`src/rtl/id_scan_pkg.sv`:
```
// Shared types and ASCII bounds for the identifier scanner.
package id_scan_pkg;

  typedef enum logic [1:0] {CLS_D, CLS_L, CLS_O} cls_e;
  typedef enum logic [1:0] {R_IDLE, R_LET, R_DIG} rstate_e;
  typedef enum logic [1:0] {S_IDLE, S_RUN, S_DONE} cstate_e;

  localparam logic [7:0] ASC_0 = 8'h30;
  localparam logic [7:0] ASC_9 = 8'h39;
  localparam logic [7:0] ASC_A = 8'h61;
  localparam logic [7:0] ASC_Z = 8'h7a;

  function automatic cls_e classify(input logic [7:0] c);
    if (c >= ASC_0 && c <= ASC_9)      return CLS_D;
    else if (c >= ASC_A && c <= ASC_Z) return CLS_L;
    else                               return CLS_O;
  endfunction

endpackage

```
`src/rtl/id_char_fsm.sv`:
```
// Character recognizer: lowercase letter followed by digits; hit pulses on the
// first digit after a letter.
module id_char_fsm
  import id_scan_pkg::*;
(
  input  logic       clk,
  input  logic       rst_n,
  input  logic       clr,
  input  logic       adv,
  input  logic [7:0] ch,
  output rstate_e    state,
  output logic       hit
);

  rstate_e state_q, state_d;
  cls_e    cls;

  assign cls = classify(ch);

  always_ff @(posedge clk or negedge rst_n) begin
    if (!rst_n) state_q <= R_IDLE;
    else        state_q <= state_d;
  end

  always_comb begin
    state_d = state_q;
    if (clr) begin
      state_d = R_IDLE;
    end else if (adv) begin
      case (cls)
        CLS_L:   state_d = R_LET;
        CLS_D:   state_d = (state_q == R_IDLE) ? R_IDLE : R_DIG;
        default: state_d = R_IDLE;
      endcase
    end
  end

  assign hit   = adv & ~clr & (state_q == R_LET) & (cls == CLS_D);
  assign state = state_q;

endmodule

```
`src/rtl/id_scan_ctrl.sv`:
```
// Frame controller around id_char_fsm: counts identifiers per frame.
// Optional ID_SCAN_POS_EN adds first_pos (index of first identifier digit).
module id_scan_ctrl
  import id_scan_pkg::*;
#(
  parameter int LEN_W = 8,
  parameter int CNT_W = 8
) (
  input  logic             clk,
  input  logic             rst_n,
  input  logic             start,
  input  logic [LEN_W-1:0] frame_len,
  input  logic [7:0]       ch,
  input  logic             ch_valid,
  output logic             ch_ready,
  output logic             busy,
  output logic             match_flag,
  output logic [CNT_W-1:0] match_count,
  output logic             overflow,
  output logic             done
`ifdef ID_SCAN_POS_EN
  ,
  output logic [LEN_W-1:0] first_pos
`endif
);

  localparam logic [CNT_W-1:0] CNT_MAX = '1;

  cstate_e          st_q, st_d;
  rstate_e          rec_st;
  logic             go, xfer, last, hit;
  logic [LEN_W-1:0] len_q, len_d, idx_q, idx_d;
  logic [CNT_W-1:0] cnt_q, cnt_d;
  logic             ovf_q, ovf_d;

  assign go   = (st_q == S_IDLE) & start;
  assign xfer = ch_valid & ch_ready;
  assign last = xfer & (idx_q == len_q - LEN_W'(1));

  always_ff @(posedge clk or negedge rst_n) begin
    if (!rst_n) st_q <= S_IDLE;
    else        st_q <= st_d;
  end

  always_comb begin
    st_d = st_q;
    case (st_q)
      S_IDLE:  if (start) st_d = (frame_len != '0) ? S_RUN : S_DONE;
      S_RUN:   if (last)  st_d = S_DONE;
      S_DONE:  st_d = S_IDLE;
      default: st_d = S_IDLE;
    endcase
  end

  always_comb begin
    ch_ready = (st_q == S_RUN);
    busy     = (st_q != S_IDLE);
    done     = (st_q == S_DONE);
  end

  // Zero-length frames skip RUN, so the recognizer is only reset for real frames.
  id_char_fsm u_fsm (
    .clk   (clk),
    .rst_n (rst_n),
    .clr   (go & (frame_len != '0)),
    .adv   (xfer),
    .ch    (ch),
    .state (rec_st),
    .hit   (hit)
  );

  assign match_flag = (rec_st == R_DIG);

  always_comb begin
    len_d = len_q;
    idx_d = idx_q;
    cnt_d = cnt_q;
    ovf_d = ovf_q;
    if (go) begin
      len_d = frame_len;
      idx_d = '0;
      cnt_d = '0;
      ovf_d = 1'b0;
    end else begin
      if (xfer) idx_d = idx_q + LEN_W'(1);
      if (hit) begin
        if (cnt_q == CNT_MAX) ovf_d = 1'b1;
        else                  cnt_d = cnt_q + CNT_W'(1);
      end
    end
  end

  always_ff @(posedge clk or negedge rst_n) begin
    if (!rst_n) begin
      len_q <= '0;
      idx_q <= '0;
      cnt_q <= '0;
      ovf_q <= 1'b0;
    end else begin
      len_q <= len_d;
      idx_q <= idx_d;
      cnt_q <= cnt_d;
      ovf_q <= ovf_d;
    end
  end

  assign match_count = cnt_q;
  assign overflow    = ovf_q;

`ifdef ID_SCAN_POS_EN
  // All-ones means "none yet"; a frame index never reaches it.
  logic [LEN_W-1:0] pos_q, pos_d;

  always_comb begin
    pos_d = pos_q;
    if (go)                       pos_d = '1;
    else if (hit && pos_q == '1)  pos_d = idx_q;
  end

  always_ff @(posedge clk or negedge rst_n) begin
    if (!rst_n) pos_q <= '1;
    else        pos_q <= pos_d;
  end

  assign first_pos = pos_q;
`endif

endmodule

```
`config.mk`:
```
export PLATFORM = sky130hd
export DESIGN_NAME = id_scan_ctrl
export DESIGN_NICKNAME = d
export VERILOG_FILES = /design/src/rtl/id_scan_pkg.sv /design/src/rtl/id_char_fsm.sv /design/src/rtl/id_scan_ctrl.sv
export SDC_FILE = /design/constraint.sdc
export NUM_CORES = 1
export LEC_CHECK = 0
export CORE_MARGIN = 2
export CORE_UTILIZATION = 30
export CTS_BUF_LIST = sky130_fd_sc_hd__clkbuf_8
export DETAILED_ROUTE_END_ITERATION = 10
export GPL_TIMING_DRIVEN = 0
export HOLD_SLACK_MARGIN = 0.1
export PLACE_DENSITY_LB_ADDON = 0.12
export SYNTH_ARGS = -nofsm -noshare
export SYNTH_HDL_FRONTEND = slang
export SYNTH_HIERARCHICAL = 1
export SYNTH_SLANG_ARGS = --single-unit
export TNS_END_PERCENT = 20
```
`constraint.sdc`:
```
create_clock -name clk -period 5.15 [get_ports clk]
set_input_delay 1.2875 -clock clk [delete_from_list [all_inputs] [get_ports clk]]
set_output_delay 1.2875 -clock clk [all_outputs]
set_load 0.01 [all_outputs]
```
==> reports/summary.txt, run 1 <==
RR Startpoint -> st_q[1]$_DFFE_PN0P_
Post-CTS Setup Bufs -> 0
placed insts -> 277
Leak -> 0.921 nW
Async SR Flop Fraction -> 1.00
Worst Setup EP -> match_count[3]$_DFFE_PN0P_
DP Area -> 2120 um2
post-layout util -> 0.402
mapped cell area -> 1710 um2
Tot GR Track Use -> 0.142
cell area after layout -> 2210 um2
layout net count -> 235
Clock Latency Late Sink -> 0.28 ns
H-tree depth -> 2
WHS -> 0.495 ns
Slew @ Worst Pin -> 0.655 ns
sequential fraction of the synthesis area -> 0.425
Root Buffer Master -> clkbuf_8
switching share of power -> 0.363
synthesis-to-finish area growth -> 29.7%
PortBufs -> 32
reg2reg end -> match_count[3]$_DFFE_PN0P_
total CTS buffers -> 5
Fin. Hold Viols -> 0
Power Dens Cells -> 422 nW/um2
CTS tree -> done
GPL Wtd Cong -> 0.784
Max VDD drop -> 0.164 mV
Routed WL per cell -> 14.0 um
status -> complete, no violations
CTS sink cnt -> 29
diode count -> 0
R2R setup slack -> 2.58 ns
Fin Clk Skew -> 0.00606 ns
Period minus WS final -> 3.91 ns
switching power -> 0.000339 W
Max Transition Viols Final -> 0
Rows -> 27
Die H -> 79.5 um
global-route wire length before repair -> 6.80 mm
main flop type after synthesis -> dfrtp_1
HPWL after detailed placement -> 3.13 mm
Clock Pin Slew Worst Setup and Hold Paths -> 0.06 ns
largest net degree at the start of global routing -> 30
Die Wd -> 79.5 um
commonest non-fill, non-tap cell in the layout -> clkdlybuf4s50_1
Req. time, crit path -> 5.34 ns
area of the core -> 5510 um2
Seq cells post-synth -> 29
syn_area_per_cell -> 9.87 um2
slew margin rel. -> 0.563
FF-to-FF path depth -> 10
# IOs -> 33
vias in the first global route -> 1456
setup tns final -> 0 ns
final worst path period share -> 0.759
worst hold path type -> flop to flop
layout cell share with drive strength beyond 1 -> 0.141
WS Path Type -> input port to flop
CTS Hold Bufs -> 0
Starting Density -> 0.310
combinational power share -> 0.377
DRC -> 0
Worst Path Arrival -> 4.11 ns
sequential fraction of design power -> 0.406
CP Capture Type -> flop
Worst Path Max Fanout -> 6
net count of the mapped netlist -> 196
die area -> 6310 um2
initial antenna violation count -> 0
CTS max path bufs -> 2
via/cell ratio -> 4.97
Fill cells -> 557
Cell Count, Final, Fillers Out -> 285
synth unique cells -> 50
highest clock rate -> 256 MHz
post-cts sizing count -> 0
unrepaired setup endpoints after global routing -> no
HP Start -> overflow$_DFFE_PN0P_
Via Count -> 1417
initial drt markers -> 74
total congestion overflow -> 0
P_int -> 0.000595 W
commonest non-fill, non-tap cells in the layout -> clkdlybuf4s50_1 (31), dfrtp_1 (29), nor2_1 (21)
Startpoint Class -> input port
max-cap violations -> 0
Critical Path Source -> frame_len[3]
EDFF count, synth -> 0
Cells after Synth -> 173
Ys Warns -> 6
Pre-antenna DRT Iters -> 4
clock power share -> 0.217
Setup-failing EPs final -> 0
Post-DRT Antenna Nets -> 0
DRT Wirelength -> 3.99 mm
-- per-layer routing --
layer / global-route usage / routed length [um]
met1: 0.161 / 1720
met4: 0.0603 / 63
met5: 0 / 0
met2: 0.243 / 2060
met3: 0.0452 / 149
-- Yosys cell counts, drive strengths merged (2+ instances only) --
library cell | n | area share
nand4 | 7 | 0.034
a31oi | 2 | 0.0073
inv | 5 | 0.011
nand3 | 5 | 0.015
mux2 | 6 | 0.040
and3 | 2 | 0.0081
or3 | 3 | 0.011
xor2 | 12 | 0.062
nand2b | 4 | 0.015
dfrtp | 29 | 0.42
nand2 | 13 | 0.029
nor3 | 3 | 0.0088
nor2b | 3 | 0.015
nor4 | 3 | 0.020
xnor2 | 9 | 0.046
o21ai | 9 | 0.026
nor2 | 22 | 0.053
a21oi | 5 | 0.019
and2 | 3 | 0.012
buf | 2 | 0.012
clkbuf | 3 | 0.0073
ha | 3 | 0.022
a211oi | 2 | 0.0088
mux2i | 2 | 0.012
-- worst min path at each step --
| stage | slack, ns | to | cells after the start |
|---|---|---|---|
| floorplan | 0.48 | u_fsm/state[1]$_DFFE_PN0P_ | 2 |
| global placement | 0.49 | overflow$_DFFE_PN0P_ | 2 |
| detailed placement | 0.49 | overflow$_DFFE_PN0P_ | 2 |
| CTS | 0.51 | overflow$_DFFE_PN0P_ | 2 |
| global route | 0.52 | overflow$_DFFE_PN0P_ | 2 |
| finish | 0.50 | overflow$_DFFE_PN0P_ | 2 |
-- power groups by stage --
stage                     logic (W)  registers, W  clock network, W
after floorplan            0.000271      0.000362                 0
after global placement     0.000337      0.000380                 0
after detailed placement   0.000358      0.000384                 0
after CTS                  0.000360      0.000380          0.000211
after global routing       0.000396      0.000392          0.000223
final                      0.000352      0.000379          0.000203
-- layout make-up --
class / instances / area, um2 / share of cell area
clock buffer: 7 / 96.3 / 0.0435
multi-input combinational: 134 / 931 / 0.420
timing repair buffer: 32 / 315 / 0.142
inverter: 5 / 18.8 / 0.00847
clock inverter: 1 / 5.00 / 0.00226
sequential: 29 / 726 / 0.328
buffer: 5 / 32.5 / 0.0147
tap: 72 / 90.1 / 0.0407
-- flip-flops by register name, summed over array words and instances, names as in the netlist --
name and count:
st_q 2, match_count 8, u_fsm/state 2, idx_q 8, len_q 8, overflow 1
-- critical path, stage by stage --
cell             delay, ns
clkdlybuf4s50_1       0.42
nor4_1                0.44
a211oi_1              0.20
and4bb_2              0.38
nand3_1               0.07
nor3b_1               0.39
inv_1                 0.08
a41o_1                0.30
or3_1                 0.37
a21oi_1               0.17
-- metrics by stage --
stage / setup slack, ns / power (W)
3_3_place_gp: 0.951 / 0.000717
3_5_place_dp: 0.919 / 0.000742
2_1_floorplan: 1.90 / 0.000634
4_1_cts: 1.21 / 0.000952
5_1_grt: 0.972 / 0.00101
6_report: 1.24 / 0.000934
-- logic make-up after synthesis --
family,count (synthesis),synth area share
and+or+nand+nor,75,0.256
adders and majority gates,3,0.0220
DFF,29,0.425
buffers and inverters,10,0.0300
xor gates and xnor gates,21,0.108
muxes,8,0.0513
AOI/OAI and AO/OA,27,0.108
(Power assumes the default switching activity.)
==> inputs of run 2 (changes only) <==
Clock period 5.15 ns to 3.9 ns, I/O delays scaled along.
==> results of run 2 <==
Same layout as run 1 (identical final DEF). Status: complete, no violations.
Main changes from that run: setup slack after placement 0.919 ns -> -0.0188 ns; setup slack after layout 1.24 ns -> 0.301 ns; register-to-register setup slack 2.58 ns -> 1.33 ns; total power 0.000934 W -> 0.00123 W; worst IR drop on VDD 0.164 mV -> 0.217 mV
==> inputs of run 3 (changes only) <==
Settings changed: ABC_AREA set to 1, ABC_CLOCK_PERIOD_IN_PS set to 4200.
Clock period 3.9 ns to 4.2 ns, I/O delays scaled along.
==> run 3 against run 2 <==
  * Clock skew down 0.0016 ns
  * Non-clock buffer count down 1
  * Flip-flop and latch count stayed put
  * Final area increased by 6.2%
  * Hold slack improved by 0.033 ns
  * First-iteration DRC count down 20%
  * Synthesized area up 8.9%
  * Critical path depth grew 6
  * Critical path type unchanged
==> reports/summary.txt, run 3 <==
Hold Path End -> overflow$_DFFE_PN0P_
diode count -> 0 (unchanged)
H-tree depth -> 2 (unchanged)
CTS Hold Bufs -> 0 (unchanged)
Starting Density -> 0.312 (+0.00224)
Power Dens Cells -> 525 nW/um2
FF/Latch Area -> 726 um2 (unchanged)
setup tns final -> 0 ns (unchanged)
FF-to-FF path depth -> 13 (+3)
Cell Count, Final, Fillers Out -> 387 (+36%)
slew margin rel. -> 0.563 (about the same)
initial antenna violation count -> 0 (unchanged)
GPL Wtd Cong -> 0.774 (-1.3%)
Fin Clk Skew -> 0.00445 ns (-0.00162 ns)
mapped cell area -> 1860 um2 (+8.9%)
Metal-1 WL -> 2.03 mm (+18%)
Routed WL per cell -> 11.1 um (-21%)
Cells after Synth -> 272 (+57%)
Ys Warns -> 6 (unchanged)
status -> complete, no violations
reg2reg end -> match_count[4]$_DFFE_PN0P_
Slew @ Worst Pin -> 0.655 ns (-0.000345 ns)
HP Start -> overflow$_DFFE_PN0P_
net count of the mapped netlist -> 295 (+51%)
metal3 WL -> 180 um (+21%)
Clock Latency Late Sink -> 0.28 ns (about the same)
layout cell share with drive strength beyond 1 -> 0.0897 (-0.0511)
Rows -> 28 (+3.7%)
R2R setup slack -> 2.22 ns
PortBufs -> 32 (unchanged)
RR Startpoint -> st_q[1]$_DFFE_PN0P_
CP bufs+invs -> 4 (+2)
Clock Pin Slew Worst Setup and Hold Paths -> 0.06 ns (about the same)
highest clock rate -> 360 MHz
most common cell in the synthesized netlist -> nand2_1
layout net count -> 334 (+42%)
Max VDD drop -> 0.194 mV
uppermost layer routed -> met4
placed insts -> 379 (+37%)
Hold Crit Depth -> 2 (unchanged)
DP Area -> 2270 um2 (+7.4%)
post-cts sizing count -> 0 (unchanged)
via/cell ratio -> 4.55 (-8.4%)
Crit path largest cell delay -> 0.40 ns (-0.04 ns)
worst hold path type -> flop to flop
largest net degree at the start of global routing -> 30 (unchanged)
initial drt markers -> 59 (-20%)
Fin. Hold Viols -> 0 (unchanged)
DP Worst Slack -> 1.07 ns
Die Wd -> 82.8 um (+4.2%)
Synth area leaders -> dfrtp_1 (39%), nand2_1 (15%), inv_1 (8.9%)
unrepaired setup endpoints after global routing -> no
Setup-failing EPs final -> 0 (unchanged)
Req. time, crit path -> 4.37 ns
Seq cells post-synth -> 29 (unchanged)
HPWL after detailed placement -> 3.26 mm (+4.4%)
Root Buffer Master -> clkbuf_8
Post-CTS Setup Bufs -> 0 (unchanged)
Worst Path Arrival -> 2.95 ns
Pre-antenna DRT Iters -> 4 (unchanged)
synth unique cells -> 27 (-46%)
Die H -> 82.8 um (+4.2%)
vias in the first global route -> 1715 (+18%)
area of the core -> 5960 um2 (+8.2%)
WS Path Type -> input port to flop
Fill cells -> 653 (+17%)
cell area after layout -> 2350 um2 (+6.2%)
die area -> 6850 um2 (+8.5%)
most frequent cells after synthesis -> nand2_1 (72), inv_1 (44), nor2_1 (39)
total CTS buffers -> 5 (unchanged)
CTS tree -> done
fin worst setup slack -> 1.42 ns
main flop type after synthesis -> dfrtp_1
share of the synthesized area in the top cell type -> 0.390 (-0.0349)
Multi-input gate area -> 927 um2 (-0.40%)
Async SR Flop Fraction -> 1.00 (unchanged)
area leader, netlist -> dfrtp_1
# IOs -> 33 (unchanged)
Max Transition Viols Final -> 0 (unchanged)
DRC -> 0 (unchanged)
CTS max path bufs -> 2 (unchanged)
synthesis-to-finish area growth -> 26.4%
critical-path cell list -> clkdlybuf4s50_1, inv_1, nand4_1, nor2_1, nor2_1, inv_1, nand2_1, nor2_1, nand2_1, nor2_1, nand2_2, nand2_2, buf_6, nand2_2, o21ai_1, a21oi_2
Post-DRT Antenna Nets -> 0 (unchanged)
final total power -> 0.00124 W
total congestion overflow -> 0 (unchanged)
delay-heaviest family, CP -> simple AND/OR/NAND/NOR gates
Tot GR Track Use -> 0.145 (+0.00376)
syn_area_per_cell -> 6.84 um2 (-31%)
Period minus WS final -> 2.78 ns
global-route wire length before repair -> 7.53 mm (+11%)
commonest non-fill, non-tap cell in the layout -> nand2_1
CTS sink cnt -> 29 (unchanged)
max-cap violations -> 0 (unchanged)
EDFF count, synth -> 0 (unchanged)
CP Capture Type -> flop
Top cell by count, worst path -> nor2_1
Via Count -> 1762 (+24%)
routed wl met2 -> 1.99 mm (-3.4%)
final worst path period share -> 0.662
Leak -> 1.16 nW (+26%)
Worst Path Max Fanout -> 10 (+4)
DRT Wirelength -> 4.30 mm (+7.9%)
sequential fraction of the synthesis area -> 0.390 (-0.0349)
Slowest-stage cell, CP -> clkdlybuf4s50_1
Startpoint Class -> input port
commonest non-fill, non-tap cells in the layout -> nand2_1 (72), inv_1 (45), nor2_1 (39)
## run 3: metrics by stage
stage                util  hold slack [ns]
floorplan               -            0.475
global placement    0.382            0.521
detailed placement  0.382            0.516
CTS                 0.396            0.539
global route        0.395            0.567
finish              0.395            0.528
## run 3: cell families after synthesis
| group | count (synthesis) | share of synthesized area |
|---|---|---|
| fa+ha+maj | 3 | 0.0202 |
| buf+inv | 52 | 0.112 |
| flops | 29 | 0.390 |
| compound gates | 31 | 0.0881 |
| simple gates | 153 | 0.371 |
| xor+xnor | 4 | 0.0188 |
## run 3: final cells by class
| class | instances | area share |
|---|---|---|
| Buffer | 4 | 0.0117 |
| Timing Repair Buffer | 32 | 0.134 |
| Sequential cell | 29 | 0.309 |
| Inverter | 48 | 0.0766 |
| Clock inverter | 3 | 0.00585 |
| Multi-Input combinational cell | 191 | 0.394 |
| Clock buffer | 5 | 0.0293 |
| Tap cell | 75 | 0.0399 |
## run 3: how the worst max path moves through the flow
stage,start,endpoint,cells after the start
after floorplan,frame_len[6],match_count[4]$_DFFE_PN0P_,15
after global placement,frame_len[2],match_count[4]$_DFFE_PN0P_,16
after detailed placement,frame_len[2],match_count[4]$_DFFE_PN0P_,16
after CTS,frame_len[2],match_count[4]$_DFFE_PN0P_,16
after global routing,frame_len[6],match_count[4]$_DFFE_PN0P_,16
final,frame_len[2],match_count[4]$_DFFE_PN0P_,16
## run 3: where the power goes
group          switching, W  internal (W)  total (W)
clock              0.000104      0.000112   0.000216
combinational      0.000329      0.000240   0.000569
sequential        0.0000927      0.000358   0.000450
total              0.000526      0.000710    0.00124
## run 3: layer usage
metal	track usage	up-vias
met3	0.0413	11
li1	-	927
met5	0	-
met4	0.0557	0
met1	0.180	788
met2	0.239	36
## run 3: worst register-to-register path, delay by kind of cell (launching register included)
family	cells	cell delay (ns)
buffers and inverters	2	0.28
DFF	1	0.42
and+or+nand+nor	9	0.98
AOI/OAI and AO/OA	2	0.19
